### src/rtl/button_event_ctrl.sv
// rtl/button_event_ctrl.sv - debounced multi-button press/release/long-press event queue
module button_event_ctrl #(
    parameter int NUM_BTN         = 2,
    parameter bit ACTIVE_HIGH     = 1'b1,
    parameter int DEBOUNCE_CYCLES = 270000,
    parameter int LONG_CYCLES     = 27000000,
    parameter int FIFO_DEPTH      = 4
) (
    input  logic               clk,
    input  logic               reset_n,
    input  logic [NUM_BTN-1:0] btn_in,
    output logic               evt_valid,
    output logic [4:0]         evt_code,
    input  logic               evt_rd,
    output logic               overflow,
    input  logic               ovf_clr,
    output logic [NUM_BTN-1:0] btn_state
);
    localparam int DB_W   = $clog2(DEBOUNCE_CYCLES);
    localparam int HOLD_W = $clog2(LONG_CYCLES);
    localparam int PTR_W  = $clog2(FIFO_DEPTH);
    localparam logic [DB_W-1:0]   DB_LAST   = DB_W'(DEBOUNCE_CYCLES - 1);
    localparam logic [HOLD_W-1:0] HOLD_LAST = HOLD_W'(LONG_CYCLES - 1);
    localparam logic [HOLD_W-1:0] HOLD_PRE  = HOLD_W'(LONG_CYCLES - 2);

    logic [NUM_BTN-1:0] w_level;
    logic [NUM_BTN-1:0] r_sync1;
    logic [NUM_BTN-1:0] r_sync2;
    logic [NUM_BTN-1:0] r_state;
    logic [DB_W-1:0]    r_db_cnt   [NUM_BTN];
    logic [HOLD_W-1:0]  r_hold_cnt [NUM_BTN];
    logic [NUM_BTN-1:0] w_flip;
    logic [NUM_BTN-1:0] w_ev_press;
    logic [NUM_BTN-1:0] w_ev_rel;
    logic [NUM_BTN-1:0] w_ev_long;
    logic [NUM_BTN-1:0] r_pend_press;
    logic [NUM_BTN-1:0] r_pend_long;
    logic [NUM_BTN-1:0] r_pend_rel;
    logic [NUM_BTN-1:0] w_sel_press;
    logic [NUM_BTN-1:0] w_sel_long;
    logic [NUM_BTN-1:0] w_sel_rel;
    logic [NUM_BTN-1:0] w_coll;
    logic               w_arb_valid;
    logic [4:0]         w_arb_code;
    logic [PTR_W:0]     r_wr_ptr;
    logic [PTR_W:0]     r_wr_ptr_q;
    logic [PTR_W:0]     r_rd_ptr;
    logic [4:0]         r_mem [FIFO_DEPTH];
    logic               w_full;
    logic               w_empty;
    logic               w_push;
    logic               w_pop;
    logic               r_overflow;

    assign w_level = ACTIVE_HIGH ? btn_in : ~btn_in;

    always_ff @(posedge clk or negedge reset_n) begin
        if (!reset_n) begin
            r_sync1 <= '0;
            r_sync2 <= '0;
        end else begin
            r_sync1 <= w_level;
            r_sync2 <= r_sync1;
        end
    end

    always_comb begin
        w_flip    = '0;
        w_ev_long = '0;
        for (int i = 0; i < NUM_BTN; i++) begin
            w_flip[i]    = (r_sync2[i] != r_state[i]) && (r_db_cnt[i] == DB_LAST);
            w_ev_long[i] = r_state[i] && (r_hold_cnt[i] == HOLD_PRE);
        end
    end

    assign w_ev_press = w_flip & ~r_state;
    assign w_ev_rel   = w_flip & r_state;

    // Hold counter saturates at its last value so a long press fires once.
    always_ff @(posedge clk or negedge reset_n) begin
        if (!reset_n) begin
            r_state <= '0;
            for (int i = 0; i < NUM_BTN; i++) begin
                r_db_cnt[i]   <= '0;
                r_hold_cnt[i] <= '0;
            end
        end else begin
            for (int i = 0; i < NUM_BTN; i++) begin
                if (r_sync2[i] == r_state[i] || w_flip[i])
                    r_db_cnt[i] <= '0;
                else
                    r_db_cnt[i] <= r_db_cnt[i] + 1'b1;
                if (w_flip[i])
                    r_state[i] <= ~r_state[i];
                if (w_ev_press[i])
                    r_hold_cnt[i] <= '0;
                else if (r_state[i] && r_hold_cnt[i] != HOLD_LAST)
                    r_hold_cnt[i] <= r_hold_cnt[i] + 1'b1;
            end
        end
    end

    always_comb begin
        w_arb_valid = 1'b0;
        w_arb_code  = '0;
        w_sel_press = '0;
        w_sel_long  = '0;
        w_sel_rel   = '0;
        for (int i = NUM_BTN - 1; i >= 0; i--) begin
            if (r_pend_press[i] || r_pend_long[i] || r_pend_rel[i]) begin
                w_arb_valid = 1'b1;
                w_sel_press = '0;
                w_sel_long  = '0;
                w_sel_rel   = '0;
                if (r_pend_press[i]) begin
                    w_sel_press[i] = 1'b1;
                    w_arb_code     = {2'b01, 3'(i)};
                end else if (r_pend_long[i]) begin
                    w_sel_long[i] = 1'b1;
                    w_arb_code    = {2'b11, 3'(i)};
                end else begin
                    w_sel_rel[i] = 1'b1;
                    w_arb_code   = {2'b10, 3'(i)};
                end
            end
        end
    end

    assign w_full  = (r_wr_ptr[PTR_W] != r_rd_ptr[PTR_W]) &&
                     (r_wr_ptr[PTR_W-1:0] == r_rd_ptr[PTR_W-1:0]);
    assign w_push  = w_arb_valid && !w_full;
    assign w_coll  = (w_ev_press & r_pend_press) | (w_ev_long & r_pend_long) |
                     (w_ev_rel & r_pend_rel);

    always_ff @(posedge clk or negedge reset_n) begin
        if (!reset_n) begin
            r_pend_press <= '0;
            r_pend_long  <= '0;
            r_pend_rel   <= '0;
            r_overflow   <= 1'b0;
        end else begin
            r_pend_press <= (r_pend_press & ~(w_sel_press & {NUM_BTN{w_push}})) |
                            (w_ev_press & ~r_pend_press);
            r_pend_long  <= (r_pend_long & ~(w_sel_long & {NUM_BTN{w_push}})) |
                            (w_ev_long & ~r_pend_long);
            r_pend_rel   <= (r_pend_rel & ~(w_sel_rel & {NUM_BTN{w_push}})) |
                            (w_ev_rel & ~r_pend_rel);
            if (|w_coll)
                r_overflow <= 1'b1;
            else if (ovf_clr)
                r_overflow <= 1'b0;
        end
    end

    // Read side sees the write pointer one cycle late, so a new entry becomes
    // visible the cycle after it is written; popping stays safe against it.
    assign w_empty = (r_rd_ptr == r_wr_ptr_q);
    assign w_pop   = evt_rd && !w_empty;

    always_ff @(posedge clk or negedge reset_n) begin
        if (!reset_n) begin
            r_wr_ptr   <= '0;
            r_wr_ptr_q <= '0;
            r_rd_ptr   <= '0;
            for (int j = 0; j < FIFO_DEPTH; j++)
                r_mem[j] <= '0;
        end else begin
            r_wr_ptr_q <= r_wr_ptr;
            if (w_push) begin
                r_mem[r_wr_ptr[PTR_W-1:0]] <= w_arb_code;
                r_wr_ptr <= r_wr_ptr + 1'b1;
            end
            if (w_pop)
                r_rd_ptr <= r_rd_ptr + 1'b1;
        end
    end

    assign evt_valid = !w_empty;
    assign evt_code  = r_mem[r_rd_ptr[PTR_W-1:0]];
    assign overflow  = r_overflow;
    assign btn_state = r_state;

endmodule

### config.mk
export PLATFORM = sky130hd
export DESIGN_NAME = button_event_ctrl
export DESIGN_NICKNAME = d
export VERILOG_FILES = /design/src/rtl/button_event_ctrl.sv
export SDC_FILE = /design/constraint.sdc
export NUM_CORES = 1
export LEC_CHECK = 0
export CELL_PAD_IN_SITES_DETAIL_PLACEMENT = 1
export CELL_PAD_IN_SITES_GLOBAL_PLACEMENT = 1
export CORE_ASPECT_RATIO = 1.75
export CORE_MARGIN = 2
export CORE_UTILIZATION = 42
export DETAILED_ROUTE_END_ITERATION = 6
export PLACE_DENSITY = 0.72
export SLEW_MARGIN = 20
export SYNTH_ARGS = -nofsm -noshare
export SYNTH_HDL_FRONTEND = slang
export SYNTH_SLANG_ARGS = --single-unit
### constraint.sdc
create_clock -name clk -period 2.5 [get_ports clk]
set_clock_uncertainty 0.2 [all_clocks]
set_input_delay 0.75 -clock clk [delete_from_list [all_inputs] [get_ports clk]]
set_output_delay 0.75 -clock clk [all_outputs]
set_load 0.1 [all_outputs]
Yosys cells after proc, flatten, opt, wreduce, memory -nomap -nowiden
Index checks and enable logic that the tools add are counted.
- add/sub/neg operators: 6
- multiply operators: 0
- divide/modulo/power cells: 0
- magnitude comparators: 3
- equal/unequal tests: 13
- shift-type cells: 0
- multiplexer cells: 38
- bitwise logic cells: 30
- reductions and logical operators: 22
- operator list (operator ; number):
    2-to-1 mux 25 bit ; 4
    adder 25 x 1 -> 25 bit, second input constant ; 2
    == test 25 bit, second input constant ; 2
    != test 25 bit, second input constant ; 2
    adder 19 x 1 -> 19 bit, second input constant ; 2
    == test 19 bit, second input constant ; 2
    2-to-1 mux 19 bit ; 2
    2-to-1 mux 5 bit ; 7
    AND 2 bit ; 14
    bitwise mux 20 bit ; 1
    2-to-1 mux 1 bit ; 14
    NOT 2 bit ; 7
    2-to-1 mux 2 bit ; 6
    binary-select mux 5 bit (select 2 bit) ; 1
    demux 5 bit (select 2 bit) ; 1
    logical AND 1 bit ; 10
    OR 2 bit ; 5
    2-to-1 mux 4 bit ; 2
    adder 3 x 1 -> 3 bit, second input constant ; 2
    >= comparator 3 bit, second input constant ; 2
    logical OR 1 bit ; 6
    NOT 2 -> 3 bit ; 2
    nonzero test 2 bit ; 3
    == test 3 bit ; 1
    7 further kinds ; 12
- bits in registers: 130
- bits in latches: 0
- RAM bits: 0
- memory bits (read-only): 0
- input port bits: 6
- output and inout port bits: 9
- memories: 0

Longest topological paths before layout
Gate-level depths: netlist of run 1.
- depth in word-level cells: 9
- mapped depth: 7

Least setup slack after synthesis of run 1
No wires, ideal clock.
- path kind: reg-to-reg
- start point: register r_state[0] (netlist: btn_state[0])
- end point: register r_hold_cnt[46] (netlist name)
- setup time: 77 ps
- arrival time: 2286 ps
- data required time: 2223 ps
- setup slack: -63 ps
- stages on the path, launching flop included: 6
- buffers on the path: 0
- clock period less this slack: 2563 ps
- path through: dfrtp_1 nand3_1 nor4_4 nand3_1 or3_1 a21oi_1
- word-level cells in the longest chain between the ends: 4
- elaborated cells on any way between the ends: 7
- classes of those cells: eq/ne: 1; mux: 1; bitwise: 2; reduce/logical: 3
- RTL lines (element ; line ; source):
    start: declaration ; 29 ; logic [NUM_BTN-1:0] r_state;
    start signal: indexed assignment ; 94 ; r_state[i] <= ~r_state[i];
    != test 1 bit ; 71 ; w_flip[i] = (r_sync2[i] != r_state[i]) && (r_db_cnt[i] == DB_LAST);
    logical AND 1 bit ; 71 ;
    AND 2 bit ; 76 ; assign w_ev_press = w_flip & ~r_state;
    2-to-1 mux 25 bit or nonzero test 2 bit (tied branches) ; -- ;
    end signal: indexed assignment ; 98 ; r_hold_cnt[i] <= r_hold_cnt[i] + 1'b1;
    end: declaration ; 31 ; logic [HOLD_W-1:0] r_hold_cnt [NUM_BTN];
Several ways; a longest one is shown, not always the timed one.
A chain may end at the register's enable or synchronous reset.

Worst setup path in the final report of run 1
- start point: register r_rd_ptr[0]
- end point: output port evt_code[0]
- word-level cells in the longest chain between the ends: 4
- RTL lines (element ; line ; source):
    start: declaration ; 47 ; logic [PTR_W:0] r_rd_ptr;
    start signal: assignment ; 174 ; r_rd_ptr <= r_rd_ptr + 1'b1;
    NOT 2 -> 3 bit (not written as such) ; 179 ; assign evt_code = r_mem[r_rd_ptr[PTR_W-1:0]];
    binary-select mux 5 bit (select 2 bit) ; 179 ;
    2-to-1 mux 5 bit (not written as such) (2 in series) ; 179 ;
    end: declaration ; 13 ; output logic [4:0] evt_code,
Every way passes these cells. The select of a mux whose other input is x is not followed.

==> impl_metrics.env, run 1 <==
export IMPL_vdd_ir_drop_worst_mv=0.414
export IMPL_die_y_um=164
export IMPL_htreeDepth=4
export IMPL_via_per_inst=5.56
export IMPL_synth_async_sr_flop_share_pct=100
export IMPL_clk_latency_ns=0.42
export IMPL_ys_seq_elements=122
export IMPL_overflow=0
export IMPL_status="finished with violations"
export IMPL_endpoint_kind="output pin"
export IMPL_cp_max_fo=5
export IMPL_cts_buffers=17
export IMPL_violations="negative setup slack"
export IMPL_synthFlopType="dfrtp_1"
export IMPL_tritoncts="done"
export IMPL_drt_iter0_markers=98
export IMPL_die_area_sq_um=15700
export IMPL_drt_first_pass_iters=4
export IMPL_gp_congestion=0.776
export IMPL_core_area_sq_um=14400
export IMPL_clk_pin_slew_worst_paths_ns=0.06
export IMPL_multiInputGateArea_sq_um=2990
export IMPL_ys_warn_count=0
export IMPL_root_buffer="clkbuf_16"
export IMPL_ios=15
export IMPL_gr_usage_all_layers_pct=20.8
export IMPL_post_drt_wl_per_cell_um=17.9
export IMPL_ys_seq_area_share_pct=49.6
export IMPL_fmax_mhz=397
export IMPL_startpoint_type="flip-flop"
export IMPL_pwr_density_cell_nw_per_um2=634
export IMPL_synth_cells=591
export IMPL_antenna_found_initial=0
export IMPL_min_path_type="in2async"
export IMPL_post_synth_top_area_cell="dfrtp_1"
export IMPL_ant_nets=0
export IMPL_synthTopCellsByCount="122 x dfrtp_1, 93 x nor2_1, 49 x xor2_1"
export IMPL_drt_total_wl_um=14700
export IMPL_synth_edf_count=0
export IMPL_grt_pass1_vias=5174
export IMPL_totalNegativeSetupSlack_ns=-0.0567
export IMPL_finalSetupViolCount=3
export IMPL_power_total_w=0.00460
export IMPL_grt_pass1_wl_um=25200
export IMPL_remaining_drc_errors=0
export IMPL_rr_startpoint="r_hold_cnt[0]"
export IMPL_period_minus_slack_ns=2.52
export IMPL_fillCellCount=1591
export IMPL_yosysMostFrequentCell="dfrtp_1"
export IMPL_hpwlAfterDp_um=10300
export IMPL_drive_above_1_share_pct=16.3
export IMPL_yosysUniqueCellTypes=58
export IMPL_yosys_area_top_type_share_pct=49.6
export IMPL_start_util_pct=42.8
export IMPL_syn_area_sq_um=6150
export IMPL_vias=4553
export IMPL_drv_slew=0
export IMPL_port_buffers=12
export IMPL_holdBufCountCts=0
export IMPL_cp_required_ns=1.55
export IMPL_syn_to_final_growth_pct=17.8
export IMPL_place_ws_ns=0.198
export IMPL_synth_avg_cell_area_sq_um=10.4
export IMPL_slew_headroom_pct=53.3
export IMPL_final_hold_viol_count=0
export IMPL_synth_area_top_cells="dfrtp_1 50%, xor2_1 7.0%, nor2_1 5.7%, xnor2_1 3.6%, nand3_1 3.2%"
export IMPL_layout_setup_ws_ns=-0.0202
export IMPL_grt_max_degree=40
export IMPL_num_rows=58
export IMPL_crit_path_start="r_rd_ptr[0]"
export IMPL_cp_arrival_ns=1.57
export IMPL_finalCritPeriodShare_pct=101
export IMPL_regArea_sq_um=3060
export IMPL_n_antenna_cell=0
export IMPL_path_class="reg2out"
export IMPL_clock_sinks=122
export IMPL_maxCapViolCount=0
export IMPL_leakage_nw=3.25
export IMPL_final_nets=643
export IMPL_die_w_um=95.5
export IMPL_clk_path_buf_depth=2
export IMPL_rsz0062_at_grt="true"
export IMPL_worst_pin_slew_ns=0.695
power breakdown:
part | total [W] | switching [W] | internal, W | leakage [nW]
Sequential | 0.00200 | 0.0000103 | 0.00199 | 1.69
Combinational | 0.0000998 | 0.0000754 | 0.0000244 | 1.28
Clock | 0.00250 | 0.000983 | 0.00152 | 0.290
Total | 0.00460 | 0.00107 | 0.00353 | 3.25
flip-flops by register name, indices dropped and copies added (netlist names), 3 cells and up:
name        cells
r_hold_cnt     50
r_wr_ptr        3
r_mem          12
r_db_cnt       38
r_rd_ptr        3
r_wr_ptr_q      3
logic make-up after synthesis:
group / Yosys count / synth area share (%)
and+or+nand+nor: 285 / 25.7
DFF: 122 / 49.6
xor gates and xnor gates: 74 / 10.5
AOI/OAI and AO/OA: 43 / 4.49
buffers and inverters: 30 / 2.38
muxes: 25 / 4.98
adders and majority gates: 11 / 2.24
other: 1 / 0.0609
stage by stage:
step                utilization, %  cell area [sq um]  hold WS (ns)  std cells
floorplan                        -               6160         0.131        592
global placement              45.9               6590         0.135        783
detailed placement            45.9               6590         0.139        783
CTS                           50.3               7230        0.0840        818
global route                  50.4               7250        0.0958        819
finish                        50.4               7250        0.0865        819
final timing paths:
| path | slack (ns) | to | depth (start not counted) |
|---|---|---|---|
| min | 0.09 | r_mem[5] | 1 |
| min reg2reg | 0.15 | r_sync2[0] | 0 |
| max reg2reg | 0.24 | r_hold_cnt[11] | 6 |
| max | -0.02 | evt_code[0] | 2 |
| max in group asynchronous | 1.36 | r_hold_cnt[11] | 2 |
| min in group clk | 0.15 | r_sync2[0] | 0 |
layout by cell type (no fill, tap or decap), types with 4 or more instances in the layout:
cell type / netlist / final
nand2_1: 37 / 37
a21oi_1: 9 / 9
and3_1: 12 / 12
inv_1: 15 / 15
nand3_1: 39 / 38
buf_12: 0 / 7
mux2i_1: 7 / 7
clkbuf_16: 0 / 17
or3_1: 6 / 6
clkdlybuf4s50_1: 0 / 4
nand4_1: 30 / 30
nor4_1: 7 / 7
nor2_1: 93 / 93
nor3_1: 12 / 12
inv_6: 0 / 5
buf_4: 2 / 19
ha_1: 11 / 11
xor2_1: 49 / 49
mux2_2: 15 / 15
and4_1: 12 / 12
xnor2_1: 25 / 23
o21ai_0: 16 / 16
nand2b_1: 4 / 4
dfrtp_1: 122 / 120
metal layers:
metal	GRT usage (%)	vias up	share of wire (%)
li1	-	2141	-
met1	20.9	2346	37
met2	40.8	41	59
met3	4.31	25	1.6
met4	7.60	0	2.2
met5	0	-	0
critical path, stage by stage (launching register included):
cell     delay [ns]
dfrtp_2        0.42
mux4_2         0.54
buf_12         0.19
final cells by class:
class | count | area share [%]
clock buffer | 18 | 6.06
clock inverter | 14 | 2.23
multi-input combinational | 440 | 41.2
timing repair buffer | 30 | 4.46
sequential | 122 | 42.2
inverter | 15 | 0.777
tap | 180 | 3.11
repair_timing:
item	CTS	global route
endpoints found under the setup margin	4	18
gates resized for setup	3	1
pin swaps	2	0
setup buffers	3	1
No activity file was read; power rests on OpenSTA's default activity.
==> run 2: changes to the inputs <==
SLEW_MARGIN = not set   (was 20)
==> results of run 2 <==
Same layout as run 1: the final DEF is identical, and so are final timing and power.
